<file path="src/rtl/router_output_arbiter_if.sv">
// Request/response bundle between the input buffers, the output arbiter and
// the downstream flow-control return path of one router output slice.
interface router_output_arbiter_if #(
  parameter int NUM_IN = 4
);
  logic [NUM_IN-1:0]    REQ_VALID;
  logic [NUM_IN*68-1:0] REQ_FLITS;
  logic [1:0]           FLOW_CTRL_IN_OP;
  logic [NUM_IN-1:0]    GRANT_POP;
  logic [67:0]          CHANNEL_OUT_OP;
  logic                 ERROR;

  modport master (
    output REQ_VALID,
    output REQ_FLITS,
    output FLOW_CTRL_IN_OP,
    input  GRANT_POP,
    input  CHANNEL_OUT_OP,
    input  ERROR
  );

  modport slave (
    input  REQ_VALID,
    input  REQ_FLITS,
    input  FLOW_CTRL_IN_OP,
    output GRANT_POP,
    output CHANNEL_OUT_OP,
    output ERROR
  );
endinterface

</file>
<file path="src/rtl/router_output_arbiter.sv">
// Wormhole output-port arbiter: round-robin over head flits, packet-long lock,
// credit-based stall against the downstream buffer, sticky protocol error flag.
module router_output_arbiter #(
  parameter int NUM_IN      = 4,
  parameter int CREDITS_MAX = 4,
  parameter int CW          = 3
) (
  input  logic                   clk,
  input  logic                   reset,
  router_output_arbiter_if.slave bus
);
  localparam int FW = 68;
  localparam int PW = (NUM_IN > 1) ? $clog2(NUM_IN) : 1;

  typedef enum logic [0:0] {
    IDLE   = 1'b0,
    LOCKED = 1'b1
  } state_t;

  state_t              state_r;
  state_t              state_next_s;
  logic [PW-1:0]       owner_r;
  logic [PW-1:0]       owner_next_s;
  logic [PW-1:0]       rr_ptr_r;
  logic [PW-1:0]       rr_next_s;
  logic [CW-1:0]       credits_r;
  logic [CW-1:0]       credits_next_s;
  logic [CW:0]         credit_sum_s;
  logic [FW-1:0]       out_r;
  logic                error_r;

  logic [FW-1:0]       flit_s [NUM_IN];
  logic [NUM_IN-1:0]   eligible_s;
  logic [NUM_IN-1:0]   head_s;
  logic [NUM_IN-1:0]   tail_s;
  logic [PW:0]         pick_s;
  logic                send_s;
  logic [PW-1:0]       sel_s;
  logic [FW-1:0]       send_flit_s;
  logic [NUM_IN-1:0]   grant_s;
  logic                ret_s;
  logic                lock_err_s;
  logic                ovf_s;
  logic                unused_flow_s;

  // First set bit of cand at or after ptr (wrapping); MSB of result = found.
  function automatic logic [PW:0] rr_pick(input logic [NUM_IN-1:0] cand,
                                          input logic [PW-1:0]     ptr);
    logic [PW:0] res;
    logic        found;
    int          idx;
    res   = '0;
    found = 1'b0;
    for (int k = 0; k < NUM_IN; k++) begin
      idx = int'(ptr) + k;
      if (idx >= NUM_IN) begin
        idx = idx - NUM_IN;
      end else begin
        idx = idx;
      end
      if (!found && cand[idx]) begin
        found = 1'b1;
        res   = {1'b1, PW'(idx)};
      end else begin
        found = found;
      end
    end
    return res;
  endfunction

  function automatic logic [PW-1:0] next_port(input logic [PW-1:0] p);
    if (int'(p) == NUM_IN - 1) begin
      return '0;
    end else begin
      return p + PW'(1);
    end
  endfunction

  assign ret_s         = bus.FLOW_CTRL_IN_OP[0];
  assign unused_flow_s = bus.FLOW_CTRL_IN_OP[1];

  // Split the flat flit bus and decode valid/head/tail per port.
  always_comb begin
    for (int i = 0; i < NUM_IN; i++) begin
      flit_s[i]     = bus.REQ_FLITS[i*FW +: FW];
      eligible_s[i] = bus.REQ_VALID[i] & flit_s[i][0];
      head_s[i]     = flit_s[i][1];
      tail_s[i]     = flit_s[i][2];
    end
  end

  // State register: FSM state, packet owner and round-robin pointer.
  always_ff @(posedge clk or negedge reset) begin
    if (!reset) begin
      state_r  <= IDLE;
      owner_r  <= '0;
      rr_ptr_r <= '0;
    end else begin
      state_r  <= state_next_s;
      owner_r  <= owner_next_s;
      rr_ptr_r <= rr_next_s;
    end
  end

  // Output decode: which port (if any) is popped this cycle.
  always_comb begin
    send_s  = 1'b0;
    sel_s   = '0;
    grant_s = '0;
    pick_s  = rr_pick(eligible_s & head_s, rr_ptr_r);
    // Sends are gated by the registered credit count only.
    if (reset && (credits_r != '0)) begin
      case (state_r)
        IDLE: begin
          if (pick_s[PW]) begin
            send_s = 1'b1;
            sel_s  = pick_s[PW-1:0];
          end else begin
            send_s = 1'b0;
          end
        end
        LOCKED: begin
          if (eligible_s[owner_r]) begin
            send_s = 1'b1;
            sel_s  = owner_r;
          end else begin
            send_s = 1'b0;
          end
        end
        default: begin
          send_s = 1'b0;
        end
      endcase
    end else begin
      send_s = 1'b0;
    end
    send_flit_s = flit_s[sel_s];
    if (send_s) begin
      grant_s[sel_s] = 1'b1;
    end else begin
      grant_s = '0;
    end
  end

  // Next-state logic: lock on a multi-flit head, release on the tail.
  always_comb begin
    state_next_s = state_r;
    owner_next_s = owner_r;
    rr_next_s    = rr_ptr_r;
    lock_err_s   = 1'b0;
    if (send_s) begin
      case (state_r)
        IDLE: begin
          if (tail_s[sel_s]) begin
            rr_next_s = next_port(sel_s);
          end else begin
            state_next_s = LOCKED;
            owner_next_s = sel_s;
          end
        end
        LOCKED: begin
          // A fresh head inside a packet is a protocol error but still forwarded.
          if (head_s[owner_r]) begin
            lock_err_s = 1'b1;
          end else begin
            lock_err_s = 1'b0;
          end
          if (tail_s[owner_r]) begin
            state_next_s = IDLE;
            rr_next_s    = next_port(owner_r);
          end else begin
            state_next_s = LOCKED;
          end
        end
        default: begin
          state_next_s = IDLE;
        end
      endcase
    end else begin
      state_next_s = state_r;
    end
  end

  // Credit bookkeeping with saturation on an over-return.
  always_comb begin
    credit_sum_s = {1'b0, credits_r} + {{CW{1'b0}}, ret_s} - {{CW{1'b0}}, send_s};
    if (credit_sum_s > (CW+1)'(CREDITS_MAX)) begin
      credits_next_s = CW'(CREDITS_MAX);
      ovf_s          = 1'b1;
    end else begin
      credits_next_s = credit_sum_s[CW-1:0];
      ovf_s          = 1'b0;
    end
  end

  // Credit counter and sticky error flag.
  always_ff @(posedge clk or negedge reset) begin
    if (!reset) begin
      credits_r <= CW'(CREDITS_MAX);
      error_r   <= 1'b0;
    end else begin
      credits_r <= credits_next_s;
      error_r   <= error_r | lock_err_s | ovf_s;
    end
  end

  // Registered output channel; a cycle without a send leaves a zero bubble.
  always_ff @(posedge clk or negedge reset) begin
    if (!reset) begin
      out_r <= '0;
    end else if (send_s) begin
      out_r <= send_flit_s;
    end else begin
      out_r <= '0;
    end
  end

  assign bus.GRANT_POP      = grant_s;
  assign bus.CHANNEL_OUT_OP = out_r;
  assign bus.ERROR          = error_r;
endmodule
</file>
<file path="src/flat_wrapper.sv">
// flat-port wrapper written by rule: the top's interface ports become plain ports
module router_output_arbiter_flat 
#(
  parameter int NUM_IN      = 4,
  parameter int CREDITS_MAX = 4,
  parameter int CW          = 3
)
  (clk, reset, bus_REQ_VALID, bus_REQ_FLITS, bus_FLOW_CTRL_IN_OP, bus_GRANT_POP, bus_CHANNEL_OUT_OP, bus_ERROR);
  router_output_arbiter_if #(.NUM_IN(NUM_IN)) bus_i ();
  input  logic clk;
  input  logic reset;
  input wire logic [$bits(bus_i.REQ_VALID)-1:0] bus_REQ_VALID;
  input wire logic [$bits(bus_i.REQ_FLITS)-1:0] bus_REQ_FLITS;
  input wire logic [$bits(bus_i.FLOW_CTRL_IN_OP)-1:0] bus_FLOW_CTRL_IN_OP;
  output wire logic [$bits(bus_i.GRANT_POP)-1:0] bus_GRANT_POP;
  output wire logic [$bits(bus_i.CHANNEL_OUT_OP)-1:0] bus_CHANNEL_OUT_OP;
  output wire logic [$bits(bus_i.ERROR)-1:0] bus_ERROR;
  assign bus_i.REQ_VALID = bus_REQ_VALID;
  assign bus_i.REQ_FLITS = bus_REQ_FLITS;
  assign bus_i.FLOW_CTRL_IN_OP = bus_FLOW_CTRL_IN_OP;
  assign bus_GRANT_POP = bus_i.GRANT_POP;
  assign bus_CHANNEL_OUT_OP = bus_i.CHANNEL_OUT_OP;
  assign bus_ERROR = bus_i.ERROR;
  router_output_arbiter #(.NUM_IN(NUM_IN), .CREDITS_MAX(CREDITS_MAX), .CW(CW)) u_core (.clk(clk), .reset(reset), .bus(bus_i));
endmodule
</file>
<file path="config.mk">
export PLATFORM = sky130hd
export DESIGN_NAME = router_output_arbiter_flat
export DESIGN_NICKNAME = d
export VERILOG_FILES = /design/src/rtl/router_output_arbiter_if.sv /design/src/rtl/router_output_arbiter.sv /design/src/flat_wrapper.sv
export SDC_FILE = /design/constraint.sdc
export NUM_CORES = 1
export LEC_CHECK = 0
export ABC_CLOCK_PERIOD_IN_PS = 6000
export BUFFER_PORTS_ARGS = -buffer_cell sky130_fd_sc_hd__buf_2
export CORE_AREA = 4 4 133 135
export DETAILED_ROUTE_END_ITERATION = 12
export DIE_AREA = 0 0 137 139
export PLACE_DENSITY = 0.66
export SYNTH_ARGS = -nofsm -noshare
export SYNTH_HDL_FRONTEND = slang
export SYNTH_SLANG_ARGS = --single-unit
</file>
<file path="constraint.sdc">
create_clock -name clk -period 6 [get_ports clk]
set_input_delay 0.6 -clock clk [delete_from_list [all_inputs] [get_ports clk]]
set_output_delay 0.6 -clock clk [all_outputs]
set_load 0.005 [all_outputs]
</file>
Word level (Yosys, flattened, before mapping)
Index checks and enable logic that the tools add are counted.

storage, ports and cells
  flip-flop bits (word level) = 77
  bits in latches = 0
  RAM bits = 0
  bits in read-only memories = 0
  input port bits = 280
  memories kept = 0

cells by class
  add/subtract/negate cells = 11
  multipliers = 0
  divide/modulo/power cells = 0
  magnitude comparators = 13
  equality and inequality tests = 4
  shift operators = 0
  multiplexer cells = 59
  bitwise gates (word level) = 10
  reductions and logical operators = 11

operators by type and width
  operator                                                                              number
  68-bit 2-to-1 mux                                                                     3
  68-bit binary-select mux with 2-bit select                                            1
  32-bit by 4-bit less-than comparator with 1-bit output, second input constant         4
  32-bit 2-to-1 mux                                                                     4
  32-bit by 4-bit greater-or-equal comparator with 1-bit output, second input constant  3
  32-bit by 4-bit subtractor with 32-bit output, second input constant                  3
  1-bit 2-to-1 mux                                                                      25
  1-bit binary-select mux with 2-bit select                                             8
  3-bit 2-to-1 mux                                                                      5
  2-bit 2-to-1 mux                                                                      7
  2-bit one-hot mux with 2 select lines                                                 2
  2-bit by 2-bit adder with 3-bit output, second input constant                         2
  2-bit by 3-bit less-than comparator with 1-bit output, second input constant          2
  3-bit AND reduction                                                                   2
  1-bit logical AND                                                                     5
  2-bit by 1-bit adder with 2-bit output, second input constant                         2
  3-bit by 1-bit adder with 4-bit output                                                1
  1-bit AND                                                                             4
  4-bit AND                                                                             1
  2-bit by 1-bit == test with 1-bit output, second input constant                       2
  4-bit by 3-bit greater-than comparator with 1-bit output, second input constant       1
  4-bit 2-to-1 mux                                                                      1
  1-bit one-hot mux with 2 select lines                                                 2
  2-bit by 3-bit subtractor with 4-bit output, second input constant                    1
  other kinds (13)                                                                      17

Logic depth before layout (Yosys ltp)
  depth in word-level cells = 23
  gate-level depth with buffers = 13
  mapped depth without buffers = 12

Worst setup path after synthesis
Ideal clock, no wire load.

  path kind = input -> register
  start = input bus_REQ_FLITS[136]
  end = register u_core.error_r, in the netlist u_core.bus.ERROR
  library setup time = 119 ps
  arrival = 2,813 ps
  data required time = 5,881 ps
  path slack = 3,069 ps
  cell stages on the path = 12
  cells stage by stage = nand2_1 mux4_2 o22ai_4 ha_1 inv_1 ha_1 inv_1 fa_1 xor2_1 a21oi_1 nor3b_1 a21bo_1

on the way
  cells in the longest elaborated chain, start to end = 22
  elaborated cells on any way between the ends = 39

ends and longest elaborated chain
  item                                                      RTL line                      text
  start, declared                                           flat_wrapper.sv:13            input wire logic [$bits(bus_i.REQ_FLITS)-1:0] bus_REQ_FLITS;
  1-bit AND *                                               router_output_arbiter.sv:86   eligible_s[i] = bus.REQ_VALID[i] & flit_s[i][0];
  4-bit AND                                                 router_output_arbiter.sv:110  pick_s = rr_pick(eligible_s & head_s, rr_ptr_r);
  1-bit binary-select mux with 2-bit select                 router_output_arbiter.sv:61   if (!found && cand[idx]) begin
  1-bit 2-to-1 mux (not written as such) (2 in series)      router_output_arbiter.sv:61
  1-bit 2-to-1 mux                                          router_output_arbiter.sv:61
  1-bit logical NOT                                         router_output_arbiter.sv:61
  1-bit logical AND                                         router_output_arbiter.sv:61
  1-bit 2-to-1 mux                                          router_output_arbiter.sv:61
  [... 6 more ...]                                          -
  1-bit 2-to-1 mux                                          router_output_arbiter.sv:115  if (pick_s[PW]) begin
  1-bit one-hot mux with 2 select lines *                   router_output_arbiter.sv:113  case (state_r)
  1-bit 2-to-1 mux *                                        router_output_arbiter.sv:112  if (reset && (credits_r != '0)) begin
  via u_core.send_s                                         router_output_arbiter.sv:37   logic send_s;
  4-bit by 1-bit subtractor with 4-bit output               router_output_arbiter.sv:186  credit_sum_s = {1'b0, credits_r} + {{CW{1'b0}}, ret_s} - {{CW{1'b0}}, send_s};
  4-bit by 3-bit greater-than comparator with 1-bit output  router_output_arbiter.sv:187  if (credit_sum_s > (CW+1)'(CREDITS_MAX)) begin
  1-bit 2-to-1 mux                                          router_output_arbiter.sv:187
  1-bit OR *                                                router_output_arbiter.sv:203  error_r <= error_r | lock_err_s | ovf_s;
  end signal, assigned                                      router_output_arbiter.sv:203
  end, declared                                             router_output_arbiter.sv:30   logic error_r;

Mark *: on every way through the listed nets, which the timed path passes. The rest lies on a longest branch. The select of a mux whose other input is x is not followed.
A chain may end at the register's enable or synchronous reset.

Final worst setup path
  start = register u_core.credits_r[1]
  end = register u_core.out_r[24], in the netlist u_core.bus.CHANNEL_OUT_OP[24]

on the way
  cells in the longest elaborated chain, start to end = 8
  elaborated cells on any way between the ends = 9

ends and longest elaborated chain
  item                                                   RTL line                      text
  start, declared                                        router_output_arbiter.sv:26   logic [CW-1:0] credits_r;
  start signal, assigned                                 router_output_arbiter.sv:199  credits_r <= CW'(CREDITS_MAX);
  start signal, assigned                                 router_output_arbiter.sv:202  credits_r <= credits_next_s;
  3-bit nonzero test *                                   router_output_arbiter.sv:112
  1-bit logical AND *                                    router_output_arbiter.sv:112
  2-bit 2-to-1 mux                                       router_output_arbiter.sv:112
  2-bit NOT with 3-bit output (not written as such)      router_output_arbiter.sv:137  send_flit_s = flit_s[sel_s];
  68-bit binary-select mux with 2-bit select             router_output_arbiter.sv:137
  68-bit 2-to-1 mux (not written as such) (2 in series)  router_output_arbiter.sv:137
  68-bit 2-to-1 mux *                                    router_output_arbiter.sv:211  end else if (send_s) begin
  end signal, assigned                                   router_output_arbiter.sv:212  out_r <= send_flit_s;
  end, declared                                          router_output_arbiter.sv:29   logic [FW-1:0] out_r;

Every way passes the cells marked *; elsewhere a longest branch is shown, timed or not. The select of a mux whose other input is x is not followed.

==> results.tsv <==
stage	metric	value	unit
drt	Post-Route WL	15900	um
synth	top cells by count, synth	mux2i_1, dfrtp_1, o22ai_1	
clock_tree	clk buf depth	2	
timing	Slew Viols, Final	0	
setup_path	CP arrival	3920	ps
timing	post-route clock skew	8.17	ps
timing	relative slew slack	37.8	%
drt	met3 wire len	1740	um
placed_design	GP Congestion	0.876	
synth	Post-Syn Instances	404	
clock_tree	Num CTS Buffers	9	
clock_tree	number of H-tree levels	3	
power	pwr dens	300	nW/um^2
power	clock power share	27.6	%
synth	largest cells by area after synthesis	dfrtp_1, mux2i_1, o22ai_1, ha_1, buf_6	
layout	final net count	1028	
synth	Syn Area/Cell	11.7	sq um
drt	Post-DRT Antenna Nets	0	
die	row count	47	
layout	n_diodes	0	
timing	worst hold slack	244	ps
drt	Vias	4484	
setup_path	Setup CP Type	reg -> reg	
timing	Slew @ Worst Pin	933	ps
synth	Post-Syn Nets	694	
timing	Final period util	62.5	%
synth	Yosys Warn Count	0	
drt	first-pass detailed-route iteration total	4	
drt	met2 wire length	7870	um
clock_tree	Post-CTS Setup Inserts	0	
setup_path	Worst R2R End	u_core.bus.CHANNEL_OUT_OP[24]	
power	cell-internal power	1.37	mW
setup_path	Worst Path Max Fanout	82	
synth	Seq/Total Area, Yosys	40.7	%
clock_tree	Post-CTS Hold Buffers	0	
clock_tree	PostCTS Resize Cnt	0	
setup_path	R2R Setup Slk	2250	ps
setup_path	CP Capture Point	u_core.bus.CHANNEL_OUT_OP[24]	
synth	top-count cell post-synth	mux2i_1	
synth	count of different cell masters after synthesis	51	
synth	cell taking the most area after synthesis	dfrtp_1	
layout	Area Overhead vs Synth	43.6	%
layout	Reg area	1930	sq um
global_routing	largest net degree at the start of global routing	83	
power	Sw Pwr	675	uW
synth	Top FF cell, synth	dfrtp_1	
global_routing	vias in the first global route	4405	
synth	Post-synth EDFFs	0	
synth	asr flop ratio synth	100	%
power	Sequential Power Share	35.0	%
clock_tree	CTS tree	done	
power	Comb power frac	37.4	%
placed_design	Post-DP HPWL	12600	um
global_routing	GRT Overall Usage	15.8	%
global_routing	initial antenna violation count	0	
global_routing	first-pass GRT wire length	23500	um
clock_tree	total clock sinks	77	
drt	vias per std cell	4.67	
synth	Seq cells post-synth	77	
clock_tree	clock latency at the later pin of the worst-skew pair	330	ps
die	Die Span Y	139	um
timing	Final Hold Fails	0	
setup_path	FF-to-FF Start	u_core.credits_r[1]	
setup_path	Crit. End Element	register	
timing	fmax	0.267	GHz
flow_run	max-cap violations	0	
setup_path	Req. time, crit path	6180	ps
layout	share of cells above drive strength 1	52.1	%
die	CORE AREA	16500	sq um
timing	setup slack after layout	2250	ps
power	switching share of power	33.1	%
drt	DRT iter0 DRCs	180	
setup_path	startpoint types	register	
clock_tree	Root Driver	clkbuf_16	
synth	Netlist Area Pre-Place	4740	sq um
status	outcome	finished clean	
timing	TNS Setup	0	ps
setup_path	crit path from	u_core.credits_r[1]	
drt	WL/cell	16.6	um
timing	RSZ-0062 raised after global routing	no	
layout	fillcell total	1608	
layout	area occupied by multi-input gates	2470	sq um
die	io pins	353	
power	VDD IR max	0.000121	V
drt	WL met1	6080	um
global_routing	grt ovf	0	
timing	Final min period	3750	ps
die	Initial Util	28.8	%
timing	# setup viols final	0	
placed_design	count of input and output buffers	351	
power	Lkg Pwr	4.36	nW
clock_tree	Worst-path clk slew	60	ps
placed_design	dpl ws	2000	ps
synth	Synth top area share	40.1	%
layout	Final Util	41.4	%
min_path	HP Class	in -> async	
drt	uppermost layer routed	met4	
drt	# DRC	0	
die	DIE WIDTH	137	um
die	die area	19000	sq um
setup_path	R2R cell count	7	
==> per-stage QoR <==
| stage | cells | instance area [sq um] | power (mW) |
|---|---|---|---|
| floorplan | 404 | 4740 | 1.21 |
| global placement | 947 | 6510 | 1.48 |
| detailed placement | 947 | 6510 | 1.50 |
| CTS | 961 | 6810 | 2.08 |
| global route | 961 | 6810 | 2.18 |
| finish | 961 | 6810 | 2.04 |
==> critical path: stages, from the launching register on <==
cell      delay, ps
dfrtp_1         470
o31ai_2         470
a211oi_1        110
a31o_1          410
inv_6           700
buf_4           790
mux2i_1         390
o22ai_1         140
==> cells by family after synthesis <==
group | share of synthesized area [%]
buf+inv | 7.26
xor+xnor | 0.369
simple gates | 4.72
fa+ha+maj | 2.80
compound gates | 14.0
flops | 40.7
mux | 30.2
==> power groups by stage <==
| stage | sequential, mW | clock [mW] | combinational (mW) |
|---|---|---|---|
| 6_report | 0.713 | 0.564 | 0.763 |
| 4_1_cts | 0.715 | 0.587 | 0.774 |
| 3_5_place_dp | 0.723 | 0 | 0.773 |
| 3_3_place_gp | 0.720 | 0 | 0.762 |
| 5_1_grt | 0.729 | 0.607 | 0.841 |
| 2_1_floorplan | 0.718 | 0 | 0.496 |
==> placed cells by master, fill, tap and decap left out, drive strengths merged, types with 2 or more instances in the layout <==
cell type / Yosys / layout
nand2: 8 / 8
and2: 5 / 5
nor2: 9 / 9
and4: 2 / 2
clkbuf: 11 / 9
clkinv: 0 / 2
o31ai: 2 / 2
mux4: 2 / 2
nor3b: 2 / 2
and3: 2 / 2
a31oi: 2 / 2
buf: 18 / 354
a211oi: 3 / 3
dfrtp: 76 / 76
o22ai: 69 / 69
mux2: 2 / 2
ha: 9 / 9
bufinv: 0 / 2
mux2i: 134 / 134
o21ai: 4 / 4
nand3: 8 / 8
inv: 12 / 12
a21oi: 5 / 5
a21o: 2 / 2
==> worst min-delay path by stage <==
stage	depth (start not counted)	slack [ps]	endpoint	from
after CTS	1	260	u_core.bus.CHANNEL_OUT_OP[60]	reset
after global placement	2	580	u_core.bus.ERROR	u_core.bus.ERROR
after global routing	1	280	u_core.bus.CHANNEL_OUT_OP[60]	reset
final	1	240	u_core.bus.CHANNEL_OUT_OP[60]	reset
after floorplan	0	300	u_core.bus.CHANNEL_OUT_OP[0]	reset
after detailed placement	1	580	u_core.rr_ptr_r[0]	u_core.rr_ptr_r[0]
==> layout make-up <==
type	count	area share, %
inverter	12	0.735
timing repair buffer	354	26.2
tap	220	4.04
clock inverter	5	1.14
clock buffer	9	3.31
multi-input combinational	284	36.3
sequential	77	28.3
==> routing by layer <==
| metal | GRT usage, % | vias to the layer above |
|---|---|---|
| li1 | - | 2198 |
| met1 | 18.4 | 2047 |
| met2 | 27.8 | 220 |
| met3 | 4.50 | 19 |
| met4 | 4.67 | 0 |
| met5 | 0 | - |
==> registers in the layout (all words and copies together), names as in the netlist <==
register	cells
u_core.bus.CHANNEL_OUT_OP	68
u_core.credits_r	3
u_core.owner_r	2
u_core.rr_ptr_r	2
u_core.bus.ERROR	1
u_core.state_r	1
(Power assumes the default switching activity.)
